--- src/rtl/game_pkg.sv ---
// ---------------------------------------------------------------------------
// game_pkg
//   Shared definitions for the reaction-game slice.
//   - state_t     : random_delay_ctrl sequencer states
//   - LFSR_SEED   : power-on value of the 12-bit Fibonacci LFSR (taps 11^10)
//   - MS_TICK_DIV : clk cycles per millisecond at 50 MHz
//   - cnt_width() : counter width that holds 0..n-1 (at least 1 bit)
// ---------------------------------------------------------------------------
package game_pkg;

    localparam logic [11:0] LFSR_SEED   = 12'hB76;
    localparam int unsigned MS_TICK_DIV = 50000;

    typedef enum logic [2:0] {
        ST_IDLE,
        ST_DRAW,
        ST_WAIT,
        ST_CHECK,
        ST_COUNT,
        ST_FIRE
    } state_t;

    function automatic int unsigned cnt_width(input int unsigned n);
        return (n < 2) ? 1 : $clog2(n);
    endfunction

endpackage

--- src/rtl/ms_tick_gen.sv ---
// ---------------------------------------------------------------------------
// ms_tick_gen
//   Millisecond prescaler. Counts clk cycles while clr is low and emits a
//   one-cycle tick on every TICK_DIV-th cycle. clr synchronously returns the
//   prescaler to zero, so the first tick after clr drops lands exactly
//   TICK_DIV cycles later.
// Ports
//   clk     in  system clock, rising edge
//   reset_n in  asynchronous active-low reset
//   clr     in  synchronous clear (holds the prescaler at zero)
//   tick    out one-cycle pulse every TICK_DIV cycles
// ---------------------------------------------------------------------------
module ms_tick_gen
    import game_pkg::*;
#(
    parameter int unsigned TICK_DIV = MS_TICK_DIV
) (
    input  logic clk,
    input  logic reset_n,
    input  logic clr,
    output logic tick
);

    localparam int unsigned W = cnt_width(TICK_DIV);
    localparam logic [W-1:0] LAST = W'(TICK_DIV - 1);

    logic [W-1:0] cnt;

    assign tick = !clr && (cnt == LAST);

    always_ff @(posedge clk or negedge reset_n) begin
        if (!reset_n) begin
            cnt <= '0;
        end else if (clr || tick) begin
            cnt <= '0;
        end else begin
            cnt <= cnt + 1'b1;
        end
    end

endmodule

--- src/rtl/random_delay_ctrl.sv ---
// ---------------------------------------------------------------------------
// random_delay_ctrl
//   Draws a random reaction-game delay from an external LFSR and times it.
//   On start the LFSR is stepped until its value falls in
//   [MIN_DELAY, MAX_DELAY] (zero always rejected); after MAX_DRAWS misses
//   MIN_DELAY is used and fallback is flagged. The accepted delay is then
//   counted in ms ticks and go is raised until ack.
// Ports
//   clk        in  system clock, rising edge
//   reset_n    in  asynchronous active-low reset
//   start      in  request a new delay (sampled only in IDLE)
//   abort      in  cancel any draw/count, returns to IDLE
//   ack        in  game FSM has seen go (only honoured in FIRE)
//   lfsr_step  out one-cycle clock enable to the LFSR
//   lfsr_value in  current LFSR contents
//   delay_ms   out accepted delay in ms
//   busy       out high in DRAW/WAIT/CHECK/COUNT
//   go         out delay expired; held until ack
//   fallback   out MAX_DRAWS exhausted on this request, MIN_DELAY used
// ---------------------------------------------------------------------------
module random_delay_ctrl
    import game_pkg::*;
#(
    parameter int unsigned LFSR_W    = 12,
    parameter int unsigned MIN_DELAY = 500,
    parameter int unsigned MAX_DELAY = 4000,
    parameter int unsigned TICK_DIV  = MS_TICK_DIV,
    parameter int unsigned MAX_DRAWS = 16
) (
    input  logic              clk,
    input  logic              reset_n,
    input  logic              start,
    input  logic              abort,
    input  logic              ack,
    output logic              lfsr_step,
    input  logic [LFSR_W-1:0] lfsr_value,
    output logic [LFSR_W-1:0] delay_ms,
    output logic              busy,
    output logic              go,
    output logic              fallback
);

    localparam int unsigned DW = cnt_width(MAX_DRAWS + 1);

    localparam logic [LFSR_W-1:0] MIN_V = LFSR_W'(MIN_DELAY);
    localparam logic [LFSR_W-1:0] MAX_V = LFSR_W'(MAX_DELAY);
    // remaining is preloaded with delay-1 so that the exit test
    // (remaining==0 at a tick) fires on exactly the delay-th tick.
    localparam logic [LFSR_W-1:0] MIN_RELOAD =
        (MIN_DELAY == 0) ? '0 : LFSR_W'(MIN_DELAY - 1);
    localparam logic [DW-1:0] DRAW_LIMIT = DW'(MAX_DRAWS);

    state_t            state, state_nx;
    logic [DW-1:0]     draws;
    logic [LFSR_W-1:0] remaining;
    logic              in_range;
    logic              draws_left;
    logic              ms_tick;
    logic              tick_clr;

    // The prescaler sits at zero in every state but COUNT, so COUNT entry
    // always starts a full TICK_DIV period.
    assign tick_clr = (state != ST_COUNT);

    ms_tick_gen #(
        .TICK_DIV(TICK_DIV)
    ) u_tick (
        .clk    (clk),
        .reset_n(reset_n),
        .clr    (tick_clr),
        .tick   (ms_tick)
    );

    always_comb begin
        in_range   = (lfsr_value != '0) &&
                     (lfsr_value >= MIN_V) && (lfsr_value <= MAX_V);
        draws_left = (draws < DRAW_LIMIT);
    end

    // Moore outputs: an async reset or abort drops them with the state.
    always_comb begin
        lfsr_step = (state == ST_DRAW);
        go        = (state == ST_FIRE);
        busy      = (state == ST_DRAW) || (state == ST_WAIT) ||
                    (state == ST_CHECK) || (state == ST_COUNT);
    end

    always_comb begin
        state_nx = state;
        unique case (state)
            ST_IDLE:  if (start) state_nx = ST_DRAW;
            ST_DRAW:  state_nx = ST_WAIT;
            ST_WAIT:  state_nx = ST_CHECK;
            ST_CHECK: begin
                if (in_range)        state_nx = ST_COUNT;
                else if (draws_left) state_nx = ST_DRAW;
                else                 state_nx = ST_COUNT;
            end
            ST_COUNT: if (ms_tick && remaining == '0) state_nx = ST_FIRE;
            ST_FIRE:  if (ack) state_nx = ST_IDLE;
            default:  state_nx = ST_IDLE;
        endcase
        if (abort) state_nx = ST_IDLE;
    end

    always_ff @(posedge clk or negedge reset_n) begin
        if (!reset_n) begin
            state <= ST_IDLE;
        end else begin
            state <= state_nx;
        end
    end

    always_ff @(posedge clk or negedge reset_n) begin
        if (!reset_n) begin
            draws     <= '0;
            delay_ms  <= '0;
            fallback  <= 1'b0;
            remaining <= '0;
        end else if (!abort) begin
            unique case (state)
                ST_IDLE: begin
                    if (start) begin
                        draws    <= '0;
                        fallback <= 1'b0;
                    end
                end
                ST_DRAW: draws <= draws + 1'b1;
                ST_CHECK: begin
                    if (in_range) begin
                        delay_ms  <= lfsr_value;
                        remaining <= lfsr_value - 1'b1;
                    end else if (!draws_left) begin
                        delay_ms  <= MIN_V;
                        remaining <= MIN_RELOAD;
                        fallback  <= 1'b1;
                    end
                end
                ST_COUNT: begin
                    if (ms_tick && remaining != '0) remaining <= remaining - 1'b1;
                end
                default: ;
            endcase
        end
    end

endmodule

--- config.mk ---
export PLATFORM = sky130hd
export DESIGN_NAME = random_delay_ctrl
export DESIGN_NICKNAME = d
export VERILOG_FILES = /design/src/rtl/game_pkg.sv /design/src/rtl/ms_tick_gen.sv /design/src/rtl/random_delay_ctrl.sv
export SDC_FILE = /design/constraint.sdc
export NUM_CORES = 1
export LEC_CHECK = 0
export BUFFER_PORTS_ARGS = -buffer_cell sky130_fd_sc_hd__buf_2
export CORE_AREA = 3 3 80 82
export DETAILED_ROUTE_END_ITERATION = 10
export DIE_AREA = 0 0 83 85
export PLACE_DENSITY = 0.68
export SLEW_MARGIN = 30
export SYNTH_ARGS = -nofsm -noshare
export SYNTH_HDL_FRONTEND = slang
export SYNTH_SLANG_ARGS = --single-unit
export TNS_END_PERCENT = 1
--- constraint.sdc ---
create_clock -name clk -period 3.9 [get_ports clk]
set_clock_uncertainty 0.05 [all_clocks]
set_input_delay 0.78 -clock clk [delete_from_list [all_inputs] [get_ports clk]]
set_output_delay 0.78 -clock clk [all_outputs]
set_load 0.01 [all_outputs]
# == Yosys cells after proc, flatten, opt, wreduce, memory -nomap -nowiden ==
# Index checks and enable logic that the tools add are counted.
# word_totals
register_bits,49
# classes
add_sub_neg,4
magnitude_cmp,3
mux,20
n_bitwise,1
n_eq_ne,16
n_reduce_logical,22
# ops
cell,count
two-way mux 12 bit,5
case mux 12 bit (2 select lines),1
nonzero test 12 bit,2
subtractor 12 x 1 -> 12 bit (second input constant),2
two-way mux 3 bit,6
case mux 3 bit (6 select lines),1
adder 16 x 1 -> 16 bit (second input constant),1
equality test 16 bit (second input constant),1
two-way mux 16 bit,1
>= comparator 12 x 9 -> 1 bit (second input constant),1
less-or-equal comparator 12 bit (second input constant),1
logical NOT 12 bit,1
!= test 3 bit (second input constant),4
case mux 5 bit (2 select lines),1
AND reduction 3 bit,3
!= test 2 bit (second input constant),4
equality test 3 x 2 -> 1 bit (second input constant),2
equality test 3 bit (second input constant),2
nonzero test 2 bit,3
adder 5 x 1 -> 5 bit (second input constant),1
logical AND 1 bit,5
< comparator 5 bit (second input constant),1
two-way mux 5 bit,1
AND reduction 5 bit,1
other kinds (10),15

# == Logic depth before layout (Yosys ltp) ==
# Gate-level depths: netlist (run 1).
# depth
word_depth,7
depth_mapped,9

# == By module ==
# Synthesis (run 1) repeated with hierarchy kept, for this count alone.
# hier_totals
hier_cells,327
hier_area_um2,2981.6
# modules_own_cells
mod,cells_each,area_each_um2,n_inst,seq_area_each_um2
random_delay_ctrl,245,2139.6,1,825.8
ms_tick_gen,82,842.1,1,400.4

# == Least setup slack after synthesis (run 1) ==
# OpenSTA, ideal clock, no wires.
# synth_path
kind,input to register
startpoint,in lfsr_value[1]
endpoint,reg remaining[8]
setup_ps,128
slack_ps,1423
stages,9
arrival_ps,2299
path_cell_list,inv_1 > ha_1 > and4bb_2 > nand2_1 > a311oi_1 > a31oi_4 > buf_6 > o21ai_0 > o31ai_1
# synth_between
elab_chain_len,5
# synth_lines
element,line,source
start: declaration,random_delay_ctrl.sv:36,"input logic [LFSR_W-1:0] lfsr_value,"
>= comparator 12 x 9 -> 1 bit / nonzero test 12 bit (equally long branches),"random_delay_ctrl.sv:76, random_delay_ctrl.sv:75",
logical AND 1 bit,random_delay_ctrl.sv:75,in_range = (lfsr_value != '0) &&
logical AND 1 bit,random_delay_ctrl.sv:76,(lfsr_value >= MIN_V) && (lfsr_value <= MAX_V);
!= test 3 bit (no line) / two-way mux 12 bit (equally long branches),--,
AND reduction 4 bit (no line) / case mux 12 bit (2 select lines) (equally long branches),--,
end signal: assignment,random_delay_ctrl.sv:132,remaining <= lfsr_value - 1'b1;
end signal: assignment,random_delay_ctrl.sv:140,if (ms_tick && remaining != '0) remaining <= remaining - 1'b1;
end: declaration,random_delay_ctrl.sv:55,logic [LFSR_W-1:0] remaining;
# Parallel ways exist; a longest one is shown, timed or not.
# A chain may end at the register's enable or synchronous reset.

# == Final worst setup path (run 1) ==
# layout_path
startpoint,reg remaining[0]
endpoint,reg remaining[1]
# layout_between
elab_chain_len,4
# layout_lines
element
"parallel branches: the longest is 4 deep, another holds subtractor 12 x 1 -> 12 bit"
# Several ways; the timed one is not identified. The select of a mux whose other input is x is not followed.

==> results_dict.tcl, run 1 <==
set metrics [dict create \
    outcome "complete, no violations" \
    cellPowerDensity_mw_per_mm2 502.3 \
    synth_top_cell_by_area "dfrtp_1" \
    synth_warnings 0 \
    tns_ns 0 \
    gp_congestion 0.8369 \
    clock_latency_ns 0.30 \
    layout_common_cells "dfrtp_1, nor2_1, nand2_1, buf_2, o21ai_0" \
    first_pass_iters 4 \
    vias 2378 \
    r2r_cells 7 \
    critPathSlowestCell "or4b_4" \
    numPortBuffers 32 \
    dpl.hpwl_um 4292 \
    crit_chain "inv_1, ha_1, or4b_4, nor4_4, a2111oi_2, a31oi_4, mux2_2" \
    grt_pass1_wl_um 10580 \
    r2r_start "remaining[0]" \
    worst_pin_slew_ns 0.6171 \
    die-width_um 83 \
    vdd_drop_max_uv 264.0 \
    yosys.area_share.simple_pct 24.40 \
    hp-class "input pin to async pin" \
    hold_violations 0 \
    rsz0062_at_grt "no" \
    path_clk_slew_ns 0.09 \
    core_region_area_mm2 0.005816 \
    max_freq_ghz 0.3649 \
    nets 373 \
    htreeDepth 2 \
    cts_tree "built" \
    grt_overflow 0 \
    syn-cell-area_mm2 0.002815 \
    synth-main-ff-cell "dfrtp_1" \
    wl_um 5997 \
    period_share_pct 70.28 \
    synth_fa_ha_area_share_pct 2.222 \
    synth_xor_area_share_pct 7.156 \
    cts_resized 0 \
    area_delta_synth_final_pct 11.02 \
    ys_types 48 \
    drt_iter0_markers 113 \
    switching_power_w 0.0005385 \
    muxShareOfSynthArea_pct 0.4000 \
    required_ns 4.04 \
    worstSetupEndpointType "register" \
    synth_top_family_by_area "simple AND/OR/NAND/NOR gates" \
    cp.arrival_ns 2.89 \
    ios 33 \
    seq_area_frac_synth_pct 43.56 \
    die_area_mm2 0.007055 \
    syn_area_per_cell_um2 8.689 \
    diodes 0 \
    drc_errors 0 \
    clockBufferDepth 2 \
    r2r_slack_ns 1.16 \
    fin_area_mm2 0.003126 \
    startpoint_type "register" \
    antenna_found_initial 0 \
    avgRoutedWirePerCell_um 14.04 \
    relSlewSlack_pct 58.86 \
    synth_cells 324 \
    grt_pass1_vias 2268 \
    final_core_utilization_pct 53.74 \
    dpl_cell_area_mm2 0.003009 \
    p_seq_share_pct 48.7 \
    die_h_um 85 \
    final_antenna_net_count 0 \
    synthTopCellsByArea "dfrtp_1, nor2_1, nand2_1" \
    power.total_w 0.001570 \
    cts_sinks 49 \
    path_max_fanout 23 \
    pwr-share-clk_pct 24.2 \
    ys_async_sr_fraction_pct 100.0 \
    p_sw_share_pct 34.30 \
    power_leakage_nw 1.380 \
    cts_setup_buffers 0 \
    drive_above_1_share_pct 13.92 \
    numCtsBuffers 5 \
    cts_root_buffer "clkbuf_8" \
    layout_commonest_cell "dfrtp_1" \
    internal-power_w 0.001031 \
    max_stage_delay_ns 0.52 \
    hold_buffers 0 \
    track_usage_pct 18.14 \
    slew_violations 0 \
    start_util_pct 48.41 \
    setup_viol 0 \
    maxCapViolCount 0 \
    synth-seq-cells 49 \
    grt_max_degree 50 \
    hold_ws_ns 0.4244 \
    post-synth-top-area-fraction_pct 43.56 \
    synth_compound_area_share_pct 18.04 \
    r2r-end "remaining[1]" \
    comb_power_share_pct 27.1 \
    synth_edf_count 0 \
    min_period_ns 2.741 \
    viasPerCell 5.569 \
    criticalPathCategory "register to register" \
    synth_nets 346 \
    fp-row-count 28 \
]
-- synth_stat cells, types with 2 or more instances --
cell / n
a32oi_1: 4
o21ai_0: 28
ha_1: 5
o22a_1: 2
o21ai_1: 7
a21oi_1: 17
clkbuf_1: 9
xor2_1: 12
dfrtp_1: 49
and3_1: 6
o31ai_1: 5
inv_1: 11
a31oi_1: 3
buf_2: 2
a21o_1: 3
or3_1: 5
and2_1: 3
nor2b_1: 2
buf_6: 3
nor4_1: 2
xnor2_1: 11
nor2_1: 47
or4_1: 2
nor3_1: 12
nand2_1: 39
nor4bb_1: 2
nand4_1: 5
nand3_1: 8
-- power groups by stage --
stage          registers [W]  logic, W  clock network (W)
2_1_floorplan       0.000771  0.000270                  0
3_3_place_gp        0.000767  0.000419                  0
3_5_place_dp        0.000768  0.000432                  0
4_1_cts             0.000763  0.000432           0.000390
5_1_grt             0.000784  0.000490           0.000417
6_report            0.000764  0.000426           0.000380
-- worst max-delay path, delay by kind of cell, from the launching register on --
kind,cells,cell delay [ns]
buffers and inverters,1,0.07
flip-flops,1,0.42
AND/OR/NAND/NOR,2,0.85
adder cells (fa/ha/maj),1,0.19
multiplexers,1,0.40
AO/OA/AOI/OAI,2,0.65
-- layout make-up --
cell class | count | area, um2
fillers | 552 | 2690
clock buffers | 7 | 86.33
clock inverters | 1 | 30.03
repair buffers | 34 | 177.7
well taps | 75 | 93.84
inverters | 11 | 41.29
flip-flops and latches | 49 | 1226
multi-input cells | 250 | 1470
-- per-stage QoR --
step,setup slack [ns],std cells
after floorplan,1.423,324
after global routing,0.9993,427
final,1.159,427
after CTS,1.132,427
after detailed placement,1.001,419
after global placement,1.061,419
-- layer usage --
metal	wire length [um]	track usage, %
met1	2889	24.41
met2	2819	30.10
met3	230	3.883
met4	58	4.458
met5	0	0
-- logic make-up after synthesis --
| kind of cell | Yosys count |
|---|---|
| multiplexers | 1 |
| buffers and inverters | 25 |
| AND/OR/NAND/NOR | 141 |
| AO/OA/AOI/OAI | 80 |
| adder cells (fa/ha/maj) | 5 |
| flip-flops | 49 |
| XOR/XNOR | 23 |
-- sequential cells by signal (all words and copies together) (netlist names) --
| signal | flops |
|---|---|
| delay_ms | 12 |
| draws | 5 |
| fallback | 1 |
| remaining | 12 |
| state | 3 |
| u_tick.cnt | 16 |
-- worst max path at each step --
stage	cells past startpoint	endpoint	slack [ns]	start
finish	7	remaining[1]	1.16	remaining[0]
global route	7	remaining[1]	1.0	remaining[0]
CTS	7	remaining[1]	1.13	remaining[0]
detailed placement	8	remaining[3]	1.00	lfsr_value[1]
global placement	8	remaining[3]	1.06	lfsr_value[0]
floorplan	9	remaining[8]	1.42	lfsr_value[1]
(Power assumes the default switching activity.)
==> run 2: changes to the inputs <==
clock period = 2.65 ns   (was 3.9 ns; I/O delays follow)
==> results_dict.tcl, run 2 (same netlist as run 1, synthesis figures left out) <==
set metrics [dict create \
    outcome "complete, no violations" \
    cts_resized 0 \
    cp.arrival_ns 2.53 \
    worst_pin_slew_ns 0.7414 \
    ios 33 \
    setup_ws_ns 0.2613 \
    numPortBuffers 32 \
    maxCapViolCount 0 \
    diodes 0 \
    cts_sinks 49 \
    die_area_mm2 0.007055 \
    max_freq_ghz 0.4186 \
    power.total_w 0.002344 \
    die-width_um 83 \
    slew_violations 0 \
    layout_common_cells "dfrtp_1, nor2_1, nand2_1, buf_2, o21ai_0" \
    antenna_found_initial 0 \
    drc_errors 0 \
    fp-row-count 28 \
    cts_root_buffer "clkbuf_8" \
    gp_congestion 0.8794 \
    setup_viol 0 \
    relSlewSlack_pct 50.58 \
    track_usage_pct 17.74 \
    hp-class "input pin to async pin" \
    final_antenna_net_count 0 \
    avgRoutedWirePerCell_um 13.72 \
    viasPerCell 5.405 \
    dpl.hpwl_um 4409 \
    power_leakage_nw 1.465 \
    worstSetupEndpointType "register" \
    hold_buffers 0 \
    rsz0062_at_grt "no" \
    grt_overflow 0 \
    period_share_pct 90.14 \
    path_max_fanout 13 \
    vdd_drop_max_uv 394.5 \
    path_clk_slew_ns 0.09 \
    drive_above_1_share_pct 18.16 \
    cellPowerDensity_mw_per_mm2 717.6 \
    die_h_um 85 \
    tns_ns 0 \
    start_util_pct 48.41 \
    core_region_area_mm2 0.005816 \
    top_regs "u_tick.cnt: 16 flops, delay_ms: 12 flops, remaining: 12 flops" \
    numCtsBuffers 5 \
    layout_commonest_cell "dfrtp_1" \
    drt_iter0_markers 160 \
    required_ns 2.79 \
    cts_tree "built" \
    grt_pass1_vias 2280 \
    r2r_cells 8 \
    clock_latency_ns 0.30 \
    wl_um 6091 \
    dpl_cell_area_mm2 0.003104 \
    min_period_ns 2.389 \
    startpoint_type "register" \
    htreeDepth 2 \
    grt_max_degree 34 \
    fin_area_mm2 0.003267 \
    hold_violations 0 \
    criticalPathCategory "register to register" \
    clockBufferDepth 2 \
    first_pass_iters 4 \
    area_delta_synth_final_pct 16.04 \
    largest_register_ffs 16 \
    nets 390 \
    dpl_worst_slack_ns 0.1543 \
    vias 2400 \
    grt_pass1_wl_um 10490 \
    cts_setup_buffers 0 \
    regMostFlops "u_tick.cnt" \
]
[run 2: cell count changes in the layout (fill, tap and decap cells not counted), sizes merged]
cell	previous run	this run
buf	34	51
clkinvlp	0	1
clkbuf	7	6
[run 2: report_power, final]
group,switching [W],internal [W]
registers,0.000177,0.000944
clock network,0.000252,0.000307
logic,0.000370,0.000294
[run 2: path summary, 6_finish.rpt]
| check | startpoint | to | slack [ns] |
|---|---|---|---|
| worst max-delay path | remaining[0] | remaining[1] | 0.26 |
| worst min-delay path | reset_n | u_tick.cnt[13] | 0.23 |
| worst max register to register | remaining[0] | remaining[1] | 0.26 |
| worst min register to register | delay_ms[6] | delay_ms[6] | 0.44 |
| max in group asynchronous | reset_n | delay_ms[8] | 1.69 |
| min in group clk | delay_ms[6] | delay_ms[6] | 0.44 |
[run 2: per-stage QoR]
| step | hold WS [ns] | std cells | util (%) |
|---|---|---|---|
| after floorplan | 0.1844 | 324 | - |
| after global placement | 0.4051 | 432 | 53.38 |
| after detailed placement | 0.4157 | 432 | 53.38 |
| after CTS | 0.2498 | 440 | 55.44 |
| after global routing | 0.2703 | 444 | 56.17 |
| final | 0.2300 | 444 | 56.17 |
[run 2: final cells by class]
class | count | area (um2)
clock buffers | 6 | 82.58
clock inverters | 2 | 37.54
fillers | 567 | 2549
inverters | 11 | 41.29
multi-input cells | 250 | 1470
flip-flops and latches | 49 | 1226
well taps | 75 | 93.84
repair buffers | 51 | 315.3
[run 2: critical path: stages (launching register included)]
cell	delay, ns
dfrtp_1	0.41
inv_1	0.07
ha_1	0.19
or4b_4	0.50
nor4_4	0.27
a2111oi_2	0.13
a31oi_4	0.18
buf_12	0.15
mux2_2	0.32
[run 2: metal layers]
layer / routed length (um) / global-route usage, %
met4: 72 / 4.606
met3: 264 / 3.398
met5: 0 / 0
met1: 2954 / 24.35
met2: 2799 / 29.01
==> run 3: changes to the inputs <==
CORE_AREA = 3 3 66 98   (was 3 3 80 82)
DIE_AREA = 0 0 69 101   (was 0 0 83 85)
MAX_ROUTING_LAYER = met4   (was default)
==> results_dict.tcl, run 3 (same netlist as run 1, synthesis figures left out) <==
set metrics [dict create \
    viasPerCell 5.644 \
    nets 384 \
    start_util_pct 48.66 \
    layout_common_cells "dfrtp_1, nor2_1, nand2_1, buf_2, o21ai_0" \
    diodes 0 \
    die-width_um 69 \
    multi_input_area_mm2 0.001483 \
    area_delta_synth_final_pct 12.71 \
    worstSetupEndpointType "register" \
    r2r_cells 7 \
    setup_viol 0 \
    cts_setup_buffers 0 \
    r2r_slack_ns 0.13 \
    maxCapViolCount 0 \
    criticalPathCategory "register to register" \
    clockBufferDepth 2 \
    final_antenna_net_count 0 \
    antenna_found_initial 0 \
    critPathSlowestCell "or4b_4" \
    dpl.hpwl_um 4736 \
    max_freq_ghz 0.3974 \
    numPortBuffers 32 \
    cts_sinks 49 \
    track_usage_pct 20.00 \
    worst_pin_slew_ns 0.6605 \
    grt_pass1_wl_um 11110 \
    nFillCells 568 \
    regMostFlops "u_tick.cnt" \
    drc_errors 0 \
    avgRoutedWirePerCell_um 15.01 \
    clock_latency_ns 0.30 \
    vdd_drop_max_uv 392.8 \
    path_clk_slew_ns 0.09 \
    dpl_cell_area_mm2 0.003078 \
    dpl_worst_slack_ns 0.04757 \
    period_share_pct 94.95 \
    grt_overflow 0 \
    crit_buf_inv 1 \
    cp.depth 7 \
    required_ns 2.79 \
    top_regs "u_tick.cnt: 16 flops, delay_ms: 12 flops, remaining: 12 flops" \
    r2r_start "remaining[0]" \
    crit_chain "inv_1, ha_1, or4b_4, nor4_4, a2111oi_2, a31oi_4, mux2_2" \
    drive_above_1_share_pct 16.53 \
    vias 2455 \
    relSlewSlack_pct 55.88 \
    grt_max_degree 25 \
    min_period_ns 2.516 \
    rsz0062_at_grt "yes" \
    fin_area_mm2 0.003173 \
    setup_ws_ns 0.1338 \
    ios 33 \
    cts_root_buffer "clkbuf_8" \
    max_stage_delay_ns 0.51 \
    outcome "complete, no violations" \
    core_region_area_mm2 0.005786 \
    die_area_mm2 0.006969 \
    gp_congestion 0.9218 \
    startpoint_type "register" \
    r2r-end "remaining[1]" \
    wl_um 6528 \
    numCtsBuffers 5 \
    power.total_w 0.002211 \
    die_h_um 101 \
    register_area_mm2 0.001226 \
    largest_register_ffs 16 \
    hp-class "input pin to async pin" \
    drt_iter0_markers 121 \
    layout_commonest_cell "dfrtp_1" \
    hold_violations 0 \
    htreeDepth 2 \
    first_pass_iters 4 \
    path_max_fanout 12 \
    slew_violations 0 \
    power_leakage_nw 1.416 \
    cellPowerDensity_mw_per_mm2 696.9 \
    fp-row-count 34 \
    critPathTopFamily "simple AND/OR/NAND/NOR gates" \
    grt_pass1_vias 2399 \
    cp.arrival_ns 2.66 \
    cts_tree "built" \
]
==> run 3: cell count changes in the layout (fill, tap and decap cells not counted), sizes merged <==
| cell | delta |
|---|---|
| clkinvlp | -1 |
| clkinv | +2 |
| a31oi | +1 |
| bufinv | -1 |
| buf | -7 |
==> run 3: worst register-to-register path, delay by kind of cell, from the launching register on <==
family          cells  cell delay (ns)
fa+ha+maj           1             0.19
mux                 1             0.38
buf+inv             1             0.07
compound gates      2             0.53
flops               1             0.41
simple gates        2             0.77
==> run 3: final cells by class <==
cell class,count,share of cell area [%]
Tap cell,72,2.839
Timing Repair Buffer,44,7.886
Clock buffer,6,2.287
Clock inverter,2,0.3155
Inverter,11,1.301
Sequential cell,49,38.64
Multi-Input combinational cell,251,46.73
==> run 3: through the flow <==
step,hold WS [ns],util (%),setup TNS [ns],cells
after global routing,0.02794,54.84,-0.1504,435
after global placement,0.3590,53.20,0,426
final,0.02476,54.84,0,435
after CTS,0.03092,54.63,0,434
after floorplan,0.1844,-,0,324
after detailed placement,0.3638,53.20,0,426
==> run 3: where the power goes <==
group / leakage [nW] / internal [W] / switching, W
sequential: 0.643 / 0.000943 / 0.000187
clock: 0.0450 / 0.000183 / 0.000246
combinational: 0.729 / 0.000280 / 0.000372
total: 1.42 / 0.00141 / 0.000805
==> run 3: repair_timing <==
| action | in CTS | in global routing |
|---|---|---|
| hold buffers | 0 | 0 |
| resized for setup | 0 | 0 |
| hold endpoints to repair | 0 | 0 |
| endpoints found under the setup margin | 0 | 12 |
==> run 3: routing by layer <==
layer | track usage (%) | share of wire (%)
met3 | 2.794 | 2.7
met4 | 9.474 | 3.4
met2 | 34.26 | 52
met1 | 23.07 | 42
met5 | - | 0
==> run 3: how the worst max path moves through the flow <==
stage | start | to | slack (ns)
after floorplan | remaining[0] | remaining[2] | 0.41
after CTS | remaining[0] | remaining[1] | 0.007
final | remaining[0] | remaining[1] | 0.13
after global placement | remaining[0] | remaining[1] | 0.11
after global routing | remaining[0] | remaining[11] | -0.04
after detailed placement | remaining[0] | remaining[1] | 0.05
